--- src/rtl/sub_dispatch_if.sv ---
// Signal bundle between sub_dispatch, its operand producer, its result
// consumer and the serial subtractor it drives.
interface sub_dispatch_if #(
   parameter int WIDTH = 32
) ();
   logic             in_valid;
   logic             in_ready;
   logic [WIDTH-1:0] in_a;
   logic [WIDTH-1:0] in_b;
   logic             in_bin;

   logic             sub_start;
   logic [WIDTH-1:0] sub_a;
   logic [WIDTH-1:0] sub_b;
   logic             sub_bin;
   logic [WIDTH-1:0] sub_diff;
   logic             sub_bout;
   logic             sub_done;

   logic             out_valid;
   logic             out_ready;
   logic [WIDTH-1:0] out_diff;
   logic             out_bout;
   logic             out_err;

   modport slave (
      input  in_valid, in_a, in_b, in_bin,
      output in_ready,
      output sub_start, sub_a, sub_b, sub_bin,
      input  sub_diff, sub_bout, sub_done,
      output out_valid, out_diff, out_bout, out_err,
      input  out_ready
   );

   modport master (
      output in_valid, in_a, in_b, in_bin,
      input  in_ready,
      input  sub_start, sub_a, sub_b, sub_bin,
      output sub_diff, sub_bout, sub_done,
      input  out_valid, out_diff, out_bout, out_err,
      output out_ready
   );
endinterface

--- src/rtl/sub_dispatch.sv ---
// Operand FIFO plus issue/wait/hold sequencer wrapped around a serial subtractor;
// results are passed through untouched, or flagged with out_err on timeout.
module sub_dispatch #(
   parameter int WIDTH   = 32,
   parameter int DEPTH   = 4,
   parameter int TIMEOUT = 40
) (
   input  logic                   clk,
   input  logic                   reset,
   sub_dispatch_if.slave          bus,
   output logic                   busy,
   output logic [$clog2(DEPTH):0] fifo_count
);
   localparam int PW = $clog2(DEPTH);
   localparam int CW = PW + 1;
   localparam int TW = $clog2(TIMEOUT + 1);
   localparam int EW = 2 * WIDTH + 1;

   typedef enum logic [2:0] {
      IDLE  = 3'd0,
      ISSUE = 3'd1,
      GUARD = 3'd2,
      WAIT  = 3'd3,
      HOLD  = 3'd4
   } state_t;

   state_t           state_q, state_d;
   logic [EW-1:0]    mem_q [DEPTH];
   logic [EW-1:0]    mem_d [DEPTH];
   logic [PW-1:0]    wr_q, wr_d;
   logic [PW-1:0]    rd_q, rd_d;
   logic [CW-1:0]    count_q, count_d;
   logic [TW-1:0]    timer_q, timer_d;
   logic             sub_start_q, sub_start_d;
   logic [WIDTH-1:0] sub_a_q, sub_a_d;
   logic [WIDTH-1:0] sub_b_q, sub_b_d;
   logic             sub_bin_q, sub_bin_d;
   logic             out_valid_q, out_valid_d;
   logic [WIDTH-1:0] out_diff_q, out_diff_d;
   logic             out_bout_q, out_bout_d;
   logic             out_err_q, out_err_d;
   logic             busy_q, busy_d;
   logic             in_ready_s;
   logic             push_s;
   logic             pop_s;

   // No pass-through when full: readiness depends only on the stored count.
   assign in_ready_s = reset && (count_q < CW'(DEPTH));
   assign push_s     = bus.in_valid && in_ready_s;

   // Next-state computation for the FIFO and the issue/wait sequencer.
   always_comb begin
      state_d     = state_q;
      mem_d       = mem_q;
      wr_d        = wr_q;
      rd_d        = rd_q;
      timer_d     = timer_q;
      sub_start_d = 1'b0;
      sub_a_d     = sub_a_q;
      sub_b_d     = sub_b_q;
      sub_bin_d   = sub_bin_q;
      out_valid_d = out_valid_q;
      out_diff_d  = out_diff_q;
      out_bout_d  = out_bout_q;
      out_err_d   = out_err_q;
      pop_s       = 1'b0;

      if (push_s) begin
         mem_d[wr_q] = {bus.in_bin, bus.in_b, bus.in_a};
         wr_d        = wr_q + PW'(1);
      end else begin
         wr_d        = wr_q;
      end

      case (state_q)
         IDLE: begin
            if (count_q != CW'(0)) begin
               pop_s                           = 1'b1;
               {sub_bin_d, sub_b_d, sub_a_d}   = mem_q[rd_q];
               rd_d                            = rd_q + PW'(1);
               sub_start_d                     = 1'b1;
               state_d                         = ISSUE;
            end else begin
               state_d = IDLE;
            end
         end
         ISSUE: begin
            state_d = GUARD;
         end
         // A done left high by the previous operation may still be visible here.
         GUARD: begin
            timer_d = TW'(0);
            state_d = WAIT;
         end
         WAIT: begin
            if (bus.sub_done) begin
               out_diff_d  = bus.sub_diff;
               out_bout_d  = bus.sub_bout;
               out_err_d   = 1'b0;
               out_valid_d = 1'b1;
               state_d     = HOLD;
            end else if (timer_q == TW'(TIMEOUT - 1)) begin
               out_diff_d  = bus.sub_diff;
               out_bout_d  = 1'b0;
               out_err_d   = 1'b1;
               out_valid_d = 1'b1;
               state_d     = HOLD;
            end else begin
               timer_d = timer_q + TW'(1);
            end
         end
         HOLD: begin
            if (bus.out_ready) begin
               out_valid_d = 1'b0;
               state_d     = IDLE;
            end else begin
               out_valid_d = 1'b1;
            end
         end
         default: begin
            state_d = IDLE;
         end
      endcase

      case ({push_s, pop_s})
         2'b10:   count_d = count_q + CW'(1);
         2'b01:   count_d = count_q - CW'(1);
         default: count_d = count_q;
      endcase

      busy_d = (state_d != IDLE);
   end

   // State and output registers; reset aborts any in-flight operation silently.
   always_ff @(posedge clk or negedge reset) begin
      if (!reset) begin
         state_q     <= IDLE;
         mem_q       <= '{default: '0};
         wr_q        <= '0;
         rd_q        <= '0;
         count_q     <= '0;
         timer_q     <= '0;
         sub_start_q <= 1'b0;
         sub_a_q     <= '0;
         sub_b_q     <= '0;
         sub_bin_q   <= 1'b0;
         out_valid_q <= 1'b0;
         out_diff_q  <= '0;
         out_bout_q  <= 1'b0;
         out_err_q   <= 1'b0;
         busy_q      <= 1'b0;
      end else begin
         state_q     <= state_d;
         mem_q       <= mem_d;
         wr_q        <= wr_d;
         rd_q        <= rd_d;
         count_q     <= count_d;
         timer_q     <= timer_d;
         sub_start_q <= sub_start_d;
         sub_a_q     <= sub_a_d;
         sub_b_q     <= sub_b_d;
         sub_bin_q   <= sub_bin_d;
         out_valid_q <= out_valid_d;
         out_diff_q  <= out_diff_d;
         out_bout_q  <= out_bout_d;
         out_err_q   <= out_err_d;
         busy_q      <= busy_d;
      end
   end

   assign bus.in_ready  = in_ready_s;
   assign bus.sub_start = sub_start_q;
   assign bus.sub_a     = sub_a_q;
   assign bus.sub_b     = sub_b_q;
   assign bus.sub_bin   = sub_bin_q;
   assign bus.out_valid = out_valid_q;
   assign bus.out_diff  = out_diff_q;
   assign bus.out_bout  = out_bout_q;
   assign bus.out_err   = out_err_q;
   assign busy          = busy_q;
   assign fifo_count    = count_q;
endmodule

--- src/flat_wrapper.sv ---
// flat-port wrapper written by rule: the top's interface ports become plain ports
module sub_dispatch_flat 
#(
   parameter int WIDTH   = 32,
   parameter int DEPTH   = 4,
   parameter int TIMEOUT = 40
)
  (clk, reset, busy, fifo_count, bus_in_valid, bus_in_a, bus_in_b, bus_in_bin, bus_in_ready, bus_sub_start, bus_sub_a, bus_sub_b, bus_sub_bin, bus_sub_diff, bus_sub_bout, bus_sub_done, bus_out_valid, bus_out_diff, bus_out_bout, bus_out_err, bus_out_ready);
  sub_dispatch_if #(.WIDTH(WIDTH)) bus_i ();
  input  logic clk;
  input  logic reset;
  output logic busy;
  output logic [$clog2(DEPTH):0] fifo_count;
  input wire logic [$bits(bus_i.in_valid)-1:0] bus_in_valid;
  input wire logic [$bits(bus_i.in_a)-1:0] bus_in_a;
  input wire logic [$bits(bus_i.in_b)-1:0] bus_in_b;
  input wire logic [$bits(bus_i.in_bin)-1:0] bus_in_bin;
  output wire logic [$bits(bus_i.in_ready)-1:0] bus_in_ready;
  output wire logic [$bits(bus_i.sub_start)-1:0] bus_sub_start;
  output wire logic [$bits(bus_i.sub_a)-1:0] bus_sub_a;
  output wire logic [$bits(bus_i.sub_b)-1:0] bus_sub_b;
  output wire logic [$bits(bus_i.sub_bin)-1:0] bus_sub_bin;
  input wire logic [$bits(bus_i.sub_diff)-1:0] bus_sub_diff;
  input wire logic [$bits(bus_i.sub_bout)-1:0] bus_sub_bout;
  input wire logic [$bits(bus_i.sub_done)-1:0] bus_sub_done;
  output wire logic [$bits(bus_i.out_valid)-1:0] bus_out_valid;
  output wire logic [$bits(bus_i.out_diff)-1:0] bus_out_diff;
  output wire logic [$bits(bus_i.out_bout)-1:0] bus_out_bout;
  output wire logic [$bits(bus_i.out_err)-1:0] bus_out_err;
  input wire logic [$bits(bus_i.out_ready)-1:0] bus_out_ready;
  assign bus_i.in_valid = bus_in_valid;
  assign bus_i.in_a = bus_in_a;
  assign bus_i.in_b = bus_in_b;
  assign bus_i.in_bin = bus_in_bin;
  assign bus_in_ready = bus_i.in_ready;
  assign bus_sub_start = bus_i.sub_start;
  assign bus_sub_a = bus_i.sub_a;
  assign bus_sub_b = bus_i.sub_b;
  assign bus_sub_bin = bus_i.sub_bin;
  assign bus_i.sub_diff = bus_sub_diff;
  assign bus_i.sub_bout = bus_sub_bout;
  assign bus_i.sub_done = bus_sub_done;
  assign bus_out_valid = bus_i.out_valid;
  assign bus_out_diff = bus_i.out_diff;
  assign bus_out_bout = bus_i.out_bout;
  assign bus_out_err = bus_i.out_err;
  assign bus_i.out_ready = bus_out_ready;
  sub_dispatch #(.WIDTH(WIDTH), .DEPTH(DEPTH), .TIMEOUT(TIMEOUT)) u_core (.clk(clk), .reset(reset), .bus(bus_i), .busy(busy), .fifo_count(fifo_count));
endmodule
--- config.mk ---
export PLATFORM = sky130hd
export DESIGN_NAME = sub_dispatch_flat
export DESIGN_NICKNAME = d
export VERILOG_FILES = /design/src/rtl/sub_dispatch_if.sv /design/src/rtl/sub_dispatch.sv /design/src/flat_wrapper.sv
export SDC_FILE = /design/constraint.sdc
export NUM_CORES = 1
export LEC_CHECK = 0
export BUFFER_PORTS_ARGS = -buffer_cell sky130_fd_sc_hd__buf_2
export CAP_MARGIN = 5
export CORE_UTILIZATION = 43
export CTS_CLUSTER_DIAMETER = 50
export DETAILED_ROUTE_END_ITERATION = 10
export HOLD_SLACK_MARGIN = 0.05
export PLACE_DENSITY = 0.76
export SYNTH_ARGS = -nofsm -noshare
export SYNTH_HDL_FRONTEND = slang
export SYNTH_SLANG_ARGS = --single-unit
--- constraint.sdc ---
create_clock -name clk -period 2.3 [get_ports clk]
set_clock_uncertainty 0.1 [all_clocks]
set_input_delay 0.46 -clock clk [delete_from_list [all_inputs] [get_ports clk]]
set_output_delay 0.46 -clock clk [all_outputs]
set_load 0.1 [all_outputs]
==> flow_metrics.env <==
export IMPL_netlist_area_mm2=0.0161
export IMPL_seq_area_frac_synth_pct=58.8
export IMPL_async_reset_ff_share_pct=100
export IMPL_fp_dieW_um=195
export IMPL_max_stage_delay_ns=0.57
export IMPL_grt_max_degree=135
export IMPL_ios=209
export IMPL_vias=9183
export IMPL_synth_edf_count=0
export IMPL_ant_nets=0
export IMPL_maxCapViolCount=0
export IMPL_drv_slew=0
export IMPL_cts_tree="done"
export IMPL_clk_path_buf_depth=3
export IMPL_die_y_um=195
export IMPL_post_cts_resized=0
export IMPL_avgViaCountPerCell=5.26
export IMPL_fp_dieArea_mm2=0.0382
export IMPL_final_common_cell="dfrtp_1"
export IMPL_drc_errors=0
export IMPL_instances_no_fill=1746
export IMPL_r2r_start="u_core.state_q[1]"
export IMPL_synth_seq_cells=378
export IMPL_start_util_pct=43.8
export IMPL_setup_viol=0
export IMPL_endpoint_kind="primary output"
export IMPL_syn_inst=938
export IMPL_numCtsBuffers=43
export IMPL_post_route_period_util_pct=94.1
export IMPL_slew_headroom_pct=36.4
export IMPL_critical_path_class="in -> out"
export IMPL_rows=70
export IMPL_crit_fanout=2
export IMPL_antennaDiodeCount=0
export IMPL_drive_gt1_share_pct=45.8
export IMPL_portBuffers=208
export IMPL_area_delta_synth_final_pct=26.8
export IMPL_drt_total_wl_um=35200
export IMPL_required_ns=1.74
export IMPL_core_mm2=0.0367
export IMPL_gr_total_overflow=0
export IMPL_grt_pass1_vias=10200
export IMPL_worst_slew_pin_slew_ns=0.955
export IMPL_dpl_hpwl_um=20800
export IMPL_final_net_count=1355
export IMPL_drt_iter0_drc=362
export IMPL_root_buffer="clkbuf_16"
export IMPL_hold_path_class="in -> reg"
export IMPL_startpoint="reset"
export IMPL_cp_arrival_ns=1.61
export IMPL_status="complete, no violations"
export IMPL_place_gp_congestion=0.714
export IMPL_synth_area_leaders="dfrtp_1, mux2_1, mux4_2, mux2_2, mux2_4"
export IMPL_htreeDepth=2
export IMPL_yosys_cell_types_count=46
export IMPL_cp_num_buf_inv=4
export IMPL_cp_start_kind="primary input"
export IMPL_hold_viol=0
export IMPL_clk_pin_slew_ns=0.05
export IMPL_dp_cells=1582
export IMPL_layout_common_cells="dfrtp_1, buf_2, mux2_1"
export IMPL_clock_sinks=378
export IMPL_crit_chain="dlygate4sd3_1 -> buf_8 -> nor2b_4 -> buf_4 -> buf_12"
export IMPL_critPathSlowestCell="dlygate4sd3_1"
export IMPL_fmax_mhz=462
export IMPL_first_pass_iters=4
export IMPL_antenna_found_initial=1
export IMPL_r2r_setup_slack_ns=0.19
export IMPL_crit_family="buffers and inverters"
export IMPL_hold_path_startpoint="bus_in_a[16]"
export IMPL_yosysTopAreaCellShare_pct=58.8
export IMPL_synth_nets=1048
export IMPL_grt_usage_pct=19.2
export IMPL_ys_warnings_count=0
export IMPL_post_drt_wl_per_cell_um=20.2
export IMPL_grt_first_pass_wirelength_um=57200
export IMPL_synth_area_per_cell_um2=17.1
export IMPL_period_needed_ns=2.17
export IMPL_synth_top_cell_by_area="dfrtp_1"
export IMPL_synthFlopType="dfrtp_1"
export IMPL_clkLatencyLatePin_ns=0.55
export IMPL_grt_setup_unrepaired="false"
[flip-flops by register name, indices dropped and copies added, names as in the netlist]
register              cells
u_core.mem_q            260
u_core.bus.sub_a         32
u_core.bus.out_valid      1
u_core.bus.sub_bin        1
u_core.bus.out_diff      32
u_core.timer_q            6
u_core.wr_q               2
u_core.fifo_count         3
u_core.bus.sub_start      1
u_core.state_q            3
u_core.busy               1
u_core.bus.sub_b         32
u_core.bus.out_err        1
u_core.bus.out_bout       1
u_core.rd_q               2
[worst register-to-register path, cell delays in order (launching register included)]
cell     delay (ns)
dfrtp_1        0.47
nor4_4         0.44
ha_4           0.20
inv_2          0.04
fa_2           0.34
xor2_1         0.16
nor2_1         0.12
xor2_1         0.16
[area by class of cell]
type                            instances  area [um2]
Clock buffer                           59        1250
Clock inverter                         19         221
Fill cell                            2837       16300
Inverter                                7        26.3
Multi-Input combinational cell        495        6510
Sequential cell                       378        9480
Tap cell                              468         586
Timing Repair Buffer                  320        2320
[kinds of logic after synthesis]
kind of cell               synth area share [%]
muxes                                      34.8
DFF                                        58.8
buffers and inverters                      3.08
and+or+nand+nor                            1.53
AOI/OAI and AO/OA                         0.794
adders and majority gates                 0.591
xor gates and xnor gates                  0.327
[per-stage QoR]
| stage | area (um2) | util [%] | hold slack (ns) | setup TNS, ns | setup WS, ns |
|---|---|---|---|---|---|
| global placement | 18100 | 49.2 | 0.354 | 0 | 0.198 |
| finish | 20400 | 55.6 | 0.0785 | 0 | 0.135 |
| global route | 20400 | 55.6 | 0.0678 | 0 | 0.0392 |
| detailed placement | 18100 | 49.2 | 0.357 | 0 | 0.145 |
| CTS | 20400 | 55.6 | 0.0501 | 0 | 0.124 |
| floorplan | 16500 | - | 0.0644 | -26.11 | -0.232 |
[per-layer routing]
metal	share of wire [%]	wire length, um	track usage (%)	vias up
met2	50	17400	32.0	212
li1	-	-	-	4079
met5	0.037	13	0	-
met3	5.1	1810	4.32	44
met4	1.7	597	5.89	2
met1	44	15400	24.9	4846
[timing repair]
| item | in CTS | in global routing |
|---|---|---|
| hold buffers | 85 | 0 |
| setup buffers | 0 | 1 |
| endpoints found under the setup margin | 0 | 1 |
| endpoints found under the hold margin | 182 | 0 |
[synth_stat cells, types with 2 or more instances]
cell type,number
nand2_2,3
mux2_2,77
xnor2_1,3
nand2_1,12
buf_2,15
and2_1,3
buf_6,29
mux2_4,29
o21ai_0,4
ha_1,6
nor3_1,3
clkbuf_1,7
nand3_1,5
mux2_1,251
nand4b_1,3
buf_4,4
buf_1,3
a22o_1,3
inv_1,7
dfrtp_1,378
mux4_2,65
xor2_1,3
nand4_1,2
[worst paths after layout]
check | endpoint | depth (start not counted)
min reg2reg | u_core.mem_q[36] | 1
max in group asynchronous | u_core.mem_q[7] | 4
max reg2reg | u_core.fifo_count[2] | 7
min in group asynchronous | u_core.bus.sub_a[21] | 3
min | u_core.mem_q[16] | 2
max | bus_in_ready | 5
Power is left out: the tool's default activity adds up to more than one toggle a clock period on the data nets, which glitch-free logic cannot reach.
